`config.mk`:
```
export PLATFORM = sky130hd
export DESIGN_NAME = rtc_bus_cycle
export DESIGN_NICKNAME = d
export VERILOG_FILES = /design/src/rtl/rtc_bus_cycle.sv
export SDC_FILE = /design/constraint.sdc
export NUM_CORES = 1
export LEC_CHECK = 0
export CAP_MARGIN = 20
export CORE_MARGIN = 3
export CORE_UTILIZATION = 43
export DETAILED_ROUTE_END_ITERATION = 10
export PLACE_DENSITY_LB_ADDON = 0.15
export SETUP_SLACK_MARGIN = 0.15
export SLEW_MARGIN = 20
export SYNTH_ARGS = -nofsm -noshare
export SYNTH_HDL_FRONTEND = slang
export SYNTH_SLANG_ARGS = --single-unit
```
`constraint.sdc`:
```
create_clock -name clkW -period 2 [get_ports clkW]
set_clock_uncertainty 0.15 [all_clocks]
set_input_delay 0.4 -clock clkW [delete_from_list [all_inputs] [get_ports clkW]]
set_output_delay 0.4 -clock clkW [all_outputs]
set_load 0.02 [all_outputs]
```
`src/rtl/rtc_bus_cycle.sv`:
```
// Read/write bus-cycle generator for the multiplexed address/data RTC interface.
// All outputs are registered and decoded from the next state, so they change on the same edge as the state.
module rtc_bus_cycle #(
    parameter int DATA_W   = 8,
    parameter int T_SETUP  = 2,
    parameter int T_STROBE = 12,
    parameter int T_HOLD   = 2,
    parameter int T_IDLE   = 4,
    parameter int CNT_W    = 5
) (
    input  logic              clkW,
    input  logic              resetAD,
    input  logic              start,
    input  logic              rw,
    input  logic              data_only,
    input  logic [DATA_W-1:0] addr,
    input  logic [DATA_W-1:0] wdata,
    input  logic [DATA_W-1:0] bus_in,
    output logic [DATA_W-1:0] bus_out,
    output logic              bus_oe,
    output logic              AD,
    output logic              CS,
    output logic              RD,
    output logic              WR,
    output logic              busy,
    output logic              done,
    output logic [DATA_W-1:0] rdata
);

    typedef enum logic [3:0] {
        S_IDLE,
        S_A_SETUP,
        S_A_STROBE,
        S_A_HOLD,
        S_A_REC,
        S_D_SETUP,
        S_D_STROBE,
        S_D_HOLD,
        S_D_REC
    } state_t;

    state_t              state_q, state_d;
    logic [CNT_W-1:0]    cnt_q, cnt_d;
    logic                rw_q, rw_d;
    logic [DATA_W-1:0]   addr_q, addr_d;
    logic [DATA_W-1:0]   wdata_q, wdata_d;

    logic                ad_q, ad_d;
    logic                cs_q, cs_d;
    logic                rd_q, rd_d;
    logic                wr_q, wr_d;
    logic                oe_q, oe_d;
    logic                busy_q, busy_d;
    logic                done_q, done_d;
    logic [DATA_W-1:0]   bus_q, bus_d;
    logic [DATA_W-1:0]   rdata_q, rdata_d;

    logic                a_act, d_act, a_any, d_any;

    function automatic logic [CNT_W-1:0] load_val(input state_t s);
        logic [CNT_W-1:0] v;
        v = '0;
        case (s)
            S_A_SETUP,  S_D_SETUP:  v = CNT_W'(T_SETUP - 1);
            S_A_STROBE, S_D_STROBE: v = CNT_W'(T_STROBE - 1);
            S_A_HOLD,   S_D_HOLD:   v = CNT_W'(T_HOLD - 1);
            S_A_REC,    S_D_REC:    v = CNT_W'(T_IDLE - 1);
            default:                v = '0;
        endcase
        return v;
    endfunction

    always_comb begin
        state_d = state_q;
        rw_d    = rw_q;
        addr_d  = addr_q;
        wdata_d = wdata_q;
        case (state_q)
            S_IDLE: begin
                if (start) begin
                    rw_d    = rw;
                    addr_d  = addr;
                    wdata_d = wdata;
                    state_d = data_only ? S_D_SETUP : S_A_SETUP;
                end
            end
            S_A_SETUP:  if (cnt_q == '0) state_d = S_A_STROBE;
            S_A_STROBE: if (cnt_q == '0) state_d = S_A_HOLD;
            S_A_HOLD:   if (cnt_q == '0) state_d = S_A_REC;
            S_A_REC:    if (cnt_q == '0) state_d = S_D_SETUP;
            S_D_SETUP:  if (cnt_q == '0) state_d = S_D_STROBE;
            S_D_STROBE: if (cnt_q == '0) state_d = S_D_HOLD;
            S_D_HOLD:   if (cnt_q == '0) state_d = S_D_REC;
            S_D_REC:    if (cnt_q == '0) state_d = S_IDLE;
            default:    state_d = S_IDLE;
        endcase

        // Every transition lands in a different state, so a change of state marks entry.
        cnt_d = cnt_q;
        if (state_d != state_q) begin
            cnt_d = load_val(state_d);
        end else if (cnt_q != '0) begin
            cnt_d = cnt_q - CNT_W'(1);
        end
    end

    always_comb begin
        a_act = (state_d == S_A_SETUP) || (state_d == S_A_STROBE) || (state_d == S_A_HOLD);
        d_act = (state_d == S_D_SETUP) || (state_d == S_D_STROBE) || (state_d == S_D_HOLD);
        a_any = a_act || (state_d == S_A_REC);
        d_any = d_act || (state_d == S_D_REC);

        ad_d   = !a_act;
        cs_d   = !(a_act || d_act);
        wr_d   = !((state_d == S_A_STROBE) || ((state_d == S_D_STROBE) && !rw_d));
        rd_d   = !((state_d == S_D_STROBE) && rw_d);
        oe_d   = a_act || (d_act && !rw_d);
        busy_d = (state_d != S_IDLE);
        done_d = (state_q == S_D_REC) && (cnt_q == '0);

        bus_d = '0;
        if (a_any) begin
            bus_d = addr_d;
        end else if (d_any && !rw_d) begin
            bus_d = wdata_d;
        end

        // Capture on the edge that ends the read strobe.
        rdata_d = rdata_q;
        if ((state_q == S_D_STROBE) && (cnt_q == '0) && rw_q) begin
            rdata_d = bus_in;
        end
    end

    always_ff @(posedge clkW) begin
        if (!resetAD) begin
            state_q <= S_IDLE;
            cnt_q   <= '0;
            ad_q    <= 1'b1;
            cs_q    <= 1'b1;
            rd_q    <= 1'b1;
            wr_q    <= 1'b1;
            oe_q    <= 1'b0;
            busy_q  <= 1'b0;
            done_q  <= 1'b0;
            bus_q   <= '0;
            rdata_q <= '0;
        end else begin
            state_q <= state_d;
            cnt_q   <= cnt_d;
            ad_q    <= ad_d;
            cs_q    <= cs_d;
            rd_q    <= rd_d;
            wr_q    <= wr_d;
            oe_q    <= oe_d;
            busy_q  <= busy_d;
            done_q  <= done_d;
            bus_q   <= bus_d;
            rdata_q <= rdata_d;
        end
    end

    // Transaction latches only matter once a cycle is running; they need no reset.
    always_ff @(posedge clkW) begin
        rw_q    <= rw_d;
        addr_q  <= addr_d;
        wdata_q <= wdata_d;
    end

    assign bus_out = bus_q;
    assign bus_oe  = oe_q;
    assign AD      = ad_q;
    assign CS      = cs_q;
    assign RD      = rd_q;
    assign WR      = wr_q;
    assign busy    = busy_q;
    assign done    = done_q;
    assign rdata   = rdata_q;

endmodule

```
== Word level (Yosys, flattened, before mapping) ==
Memories as Yosys holds them, arrays and structs flattened.
Index checks and enable logic that the tools add are counted.
Storage, ports and cells
  memory bits (read-only): 48
  bits in latches: 0
  output and inout port bits: 23
  memories: 1
  bits of input ports: 29
  memory bits (writable): 0
  register bits: 49
Operators by class
  divide/modulo/power cells: 0
  equality and inequality tests: 17
  $lt $le $gt $ge: 0
  multipliers: 0
  mux-type cells: 21
  add/subtract/negate cells: 1
  bitwise logic cells: 0
  reductions and logical operators: 26
  shift operators: 0
Memories
  (no name shown): depth 16, width 3, read ports 1, clocked after Yosys merged registers in 0, wr ports 0, RTL line 63  | case (s)
Operator list (number)
  $mux W8: 6
  $mux W4: 9
  $pmux W4 S9: 1
  $eq A4 B3 Y1 const B: 8
  $eq A4 B2 Y1 const B: 4
  $mux W5: 2
  $logic_or A1 B1 Y1: 9
  $eq A4 B1 Y1 const B: 2
  $eq A4 B4 Y1 const B: 2
  $logic_and A1 B1 Y1: 7
  $logic_not A1 Y1: 5
  $logic_not A5 Y1: 1
  $reduce_bool A5 Y1: 1
  $sub A5 B1 Y5 const B: 1
  $logic_not A4 Y1: 1
  $ne A4 B4 Y1: 1
  $reduce_bool A4 Y1: 1
  $mux W3: 1
  $mux W1: 2
  $reduce_bool A2 Y1: 1

== Logic depth before layout (Yosys ltp) ==
Gate-level depths: netlist (run 1).
  word-level depth: 10
  gate-level depth with buffers: 8
  depth with buffers taken out: 7

== Least setup slack after synthesis (run 1) ==
No wires, ideal clock.
  kind: reg2reg
  from: register cnt_q[0]
  to: register bus_q[7] (netlist: bus_out[7])
  library setup time: 0.135 ns
  data arrival time: 1.916 ns
  stages on the path, launching flop included: 9
  buffers on the path: 1
  setup slack: -0.202 ns
  cell sequence: dfxtp_1 -> inv_1 -> ha_1 -> or4b_4 -> buf_6 -> a22oi_2 -> nand3_2 -> xor2_2 -> o22ai_1
Between the ends
  longest elaborated chain between the ends: 10
  elaborated cells on any way between the ends: 27
  classes of those cells: 8 x eq/ne; 11 x mux; 8 x reduce/logical
Ends and longest elaborated chain
  from (decl): RTL line 43  | logic [CNT_W-1:0] cnt_q, cnt_d;
  from (signal assigned): RTL line 150  | cnt_q <= cnt_d;
  $logic_not A5 Y1 *
  $mux W4 (tied with other cells): RTL line 94  | S_D_REC: if (cnt_q == '0) state_d = S_IDLE;
  $pmux W4 S9 *: RTL line 78  | case (state_q)
  $eq A4 B3 Y1: RTL line 109  | d_act = (state_d == S_D_SETUP) || (state_d == S_D_STROBE) || (state_d == S_D_HOLD);
  $logic_or A1 B1 Y1 (2 in a row): RTL line 109
  $logic_or A1 B1 Y1: RTL line 111  | d_any = d_act || (state_d == S_D_REC);
  $logic_and A1 B1 Y1: RTL line 124  | end else if (d_any && !rw_d) begin
  $mux W8: RTL line 124
  $mux W8 *: RTL line 122  | if (a_any) begin
  to (signal assigned): RTL line 158  | bus_q <= bus_d;
  to (decl): RTL line 55  | logic [DATA_W-1:0] bus_q, bus_d;
Mark *: on every way between the ends. The rest lies on a longest branch, timed or not.
A chain may end at the register's enable or synchronous reset.

== Worst setup path in the final report (run 1) ==
  from: register cnt_q[1]
  to: register cnt_q[1]
Between the ends
  longest elaborated chain between the ends: 5
  elaborated cells on any way between the ends: 17
  classes of those cells: 1 x add/sub; 1 x eq/ne; 11 x mux; 3 x reduce/logical; 1 x memory
Ends and longest elaborated chain (RTL line)
  $logic_not A5 Y1
  $mux W4 (tied with other cells): 94
  $pmux W4 S9: 78
  $mem_v2 Z16 W3 or $ne A4 B4 Y1 (tied branches)
  $mux W5 or $reduce_bool A2 Y1 (tied branches)
Several ways; a longest one is shown, not always the timed one. The select of a mux whose other input is x is not followed.

==> results of run 1 <==
flip-flops by register name (all words and copies together), names as in the netlist:
register	count
bus_oe	1
cnt_q	5
WR	1
rw_q	1
busy	1
RD	1
wdata_q	8
state_q	4
done	1
rdata	8
addr_q	8
AD	1
bus_out	8
CS	1
synth_stat cells, drive strengths merged:
master	n
or3	3
o22ai	9
a221oi	1
or4b	1
o22a	1
buf	5
and2	2
a221o	1
nand2	17
a22oi	2
a31oi	2
mux2i	10
a21oi	5
nor2b	3
a21o	1
nand3b	2
a2111oi	1
nor4	1
nand3	14
o21ai	4
mux2	16
or2	1
a2bb2oi	1
xnor2	3
o31a	1
clkbuf	6
nor2	19
ha	2
inv	8
xor2	1
dfxtp	49
nor4b	1
nor3	8
a22o	1
o21a	2
metal layers:
metal	up-vias	track usage [%]
li1	883	-
met1	829	25.33
met2	52	27.66
met3	13	5.207
met4	0	8.103
met5	-	0
cell families after synthesis:
group	synth area share [%]
compound gates	11.15
xor+xnor	2.084
fa+ha+maj	1.225
buf+inv	4.595
flops	48.04
mux	13.91
simple gates	19.00
area by class of cell:
class / count / area share [%]
Inverter: 8 / 0.9596
Clock inverter: 2 / 0.4398
Timing Repair Buffer: 89 / 27.19
Clock buffer: 6 / 2.319
Tap cell: 52 / 2.079
Multi-Input combinational cell: 136 / 35.59
Sequential cell: 49 / 31.43
how the worst min path moves through the flow:
stage | slack (ns) | from | end
final | 0.33 | addr_q[0] | addr_q[0]
after global routing | 0.35 | wdata_q[7] | wdata_q[7]
after CTS | 0.33 | wdata_q[7] | wdata_q[7]
after detailed placement | 0.31 | wdata_q[2] | wdata_q[2]
after global placement | 0.31 | wdata_q[2] | wdata_q[2]
after floorplan | 0.30 | addr_q[0] | addr_q[0]
power by group:
part | internal [mW] | switching [mW]
combinational | 1.72 | 1.55
sequential | 1.33 | 0.162
clock | 0.250 | 0.338
stage by stage:
stage / cells / utilization [%] / TNS, ns / power [mW]
6_report: 342 / 69.94 / -2.014 / 5.353
5_1_grt: 342 / 69.94 / -4.679 / 5.719
2_1_floorplan: 204 / - / -1.236 / 3.252
4_1_cts: 338 / 67.14 / -1.674 / 5.016
3_3_place_gp: 325 / 62.81 / -3.541 / 4.114
3_5_place_dp: 325 / 62.81 / -4.380 / 4.154
cell usage in the layout (no fill, tap or decap), types with 3 or more instances in the layout:
cell / instances
nor2b_1: 3
buf_6: 6
buf_4: 30
clkbuf_8: 5
nand3_1: 11
o22ai_1: 8
nand2_1: 14
a21oi_1: 4
nor3_1: 4
mux2_2: 16
mux2i_1: 8
or3_1: 3
nand3_2: 3
dfxtp_1: 47
nor3_4: 3
inv_1: 6
clkdlybuf4s50_1: 48
nor2_1: 17
dlymetal6s2s_1: 3
timing repair:
item	in CTS	in global routing
endpoints found under the setup margin	30	42
pin swaps	4	6
gates resized for setup	16	17
buffers inserted	5	4
critical path, stage by stage (launching register included):
cell	delay (ns)
dfxtp_2	0.33
inv_2	0.07
ha_4	0.13
or4b_4	0.55
or3_1	0.39
a31oi_4	0.16
nor2_2	0.07
o31a_1	0.23
==> results.cfg, run 1 <==
[detailed_routing]
m1WireLength_um = 2162
via_count = 1777
dr.max_layer_used = met4
met2_length_um = 2335
wl_per_cell_um = 14.30
wl_um = 4890
drcViolationCount = 0
first_iter_violations = 117
drt_first_pass_iters = 4
vias_per_cell = 5.196
wl_met3_um = 278
final_antenna_net_count = 0

[die]
initial_core_util_pct = 45.64
die_w_um = 74.91
num_rows = 24
coreArea_um2 = 4474
die_h_um = 74.91
num_io_pins = 52
die_area_um2 = 5612

[placed_design]
placed_cell_area_um2 = 2810
portBuffers = 51
dp_hpwl_um = 3382
gp_congestion = 0.8979
post-place-ws_ns = -0.3654

[finish]
design_area_um2 = 3129
final_nets = 320
multi_input_area_um2 = 1114
regArea_um2 = 983.4
drive_gt1_share_pct = 32.41
diodes = 0
nFillCells = 344
areaGrowthSynthToFinish_pct = 53.25

[logic_synthesis]
yosysUniqueCellTypes = 47
yosysSeqAreaShare_pct = 48.04
synth_warnings = 0
syn-num-nets = 235
syn_area_per_cell_um2 = 10.01
syn_area_um2 = 2042
yosysTopAreaCell = dfxtp_1
netlist_instances = 204
ys_ff_latch = 49
ys_top_cells_by_area = dfxtp_1, mux2_2, mux2i_1, nor2_1, nand2_1
synth_top_area_share_pct = 48.04

[critical_path]
r2r_cells = 7
r2r_slack_ns = -0.19
worstPathMaxFanout = 8
critPathLaunchType = register
worstPathRequired_ns = 2.05
crit_arrival_ns = 2.23
cp-endpoint = cnt_q[1]
crit_start = cnt_q[1]
rr_endpoint = cnt_q[1]
worstSetupPathType = register to register
end_kind = register
worst_r2r_startpoint = cnt_q[1]

[timing]
finalCriticalPeriod_ns = 2.187
rsz0062_at_grt = yes
fmax_mhz = 457.3
hold_ws_ns = 0.3306
setup_violations = 23
maxSlewHeadroom_pct = 73.22
worst_slack_ns = -0.1865
hold_violations = 0
fin_crit_sh_pct = 109.3
slew_violations = 0
worst_pin_slew_ns = 0.4012

[global_routing]
grt_max_degree = 24
antenna_found_initial = 0
grt_pass1_vias = 1691
grt_overflow_total = 0
grt_pass1_wl_um = 7948
gr-usage-all-layers_pct = 18.63

[worst_hold_path]
hp-class = register to register
worstHoldPathCells = 1

[run_status]
failed_checks = negative setup slack
outcome = finished, violations left

[power_and_ir_drop]
leakage_nw = 1.272
irDropWorstVdd_mv = 0.8001
power.density_nw_per_um2 = 1711

[clock_network]
cts-root-buf = clkbuf_8
clock_sinks = 49
cts_tree = yes
cts_max_level = 2
clk_pin_slew_ns = 0.09
cts_buffers = 5
hold_buffers = 0
clock_latency_ns = 0.31
cts_buffer_depth = 2

[flow_run]
maxCapViolations = 0
(Power assumes the default switching activity.)
==> run 2, diff against run 1 <==
- ABC_AREA: unset -> 0
==> results of run 2 <==
The final DEF is identical to that of run 1; final timing and power are the same.
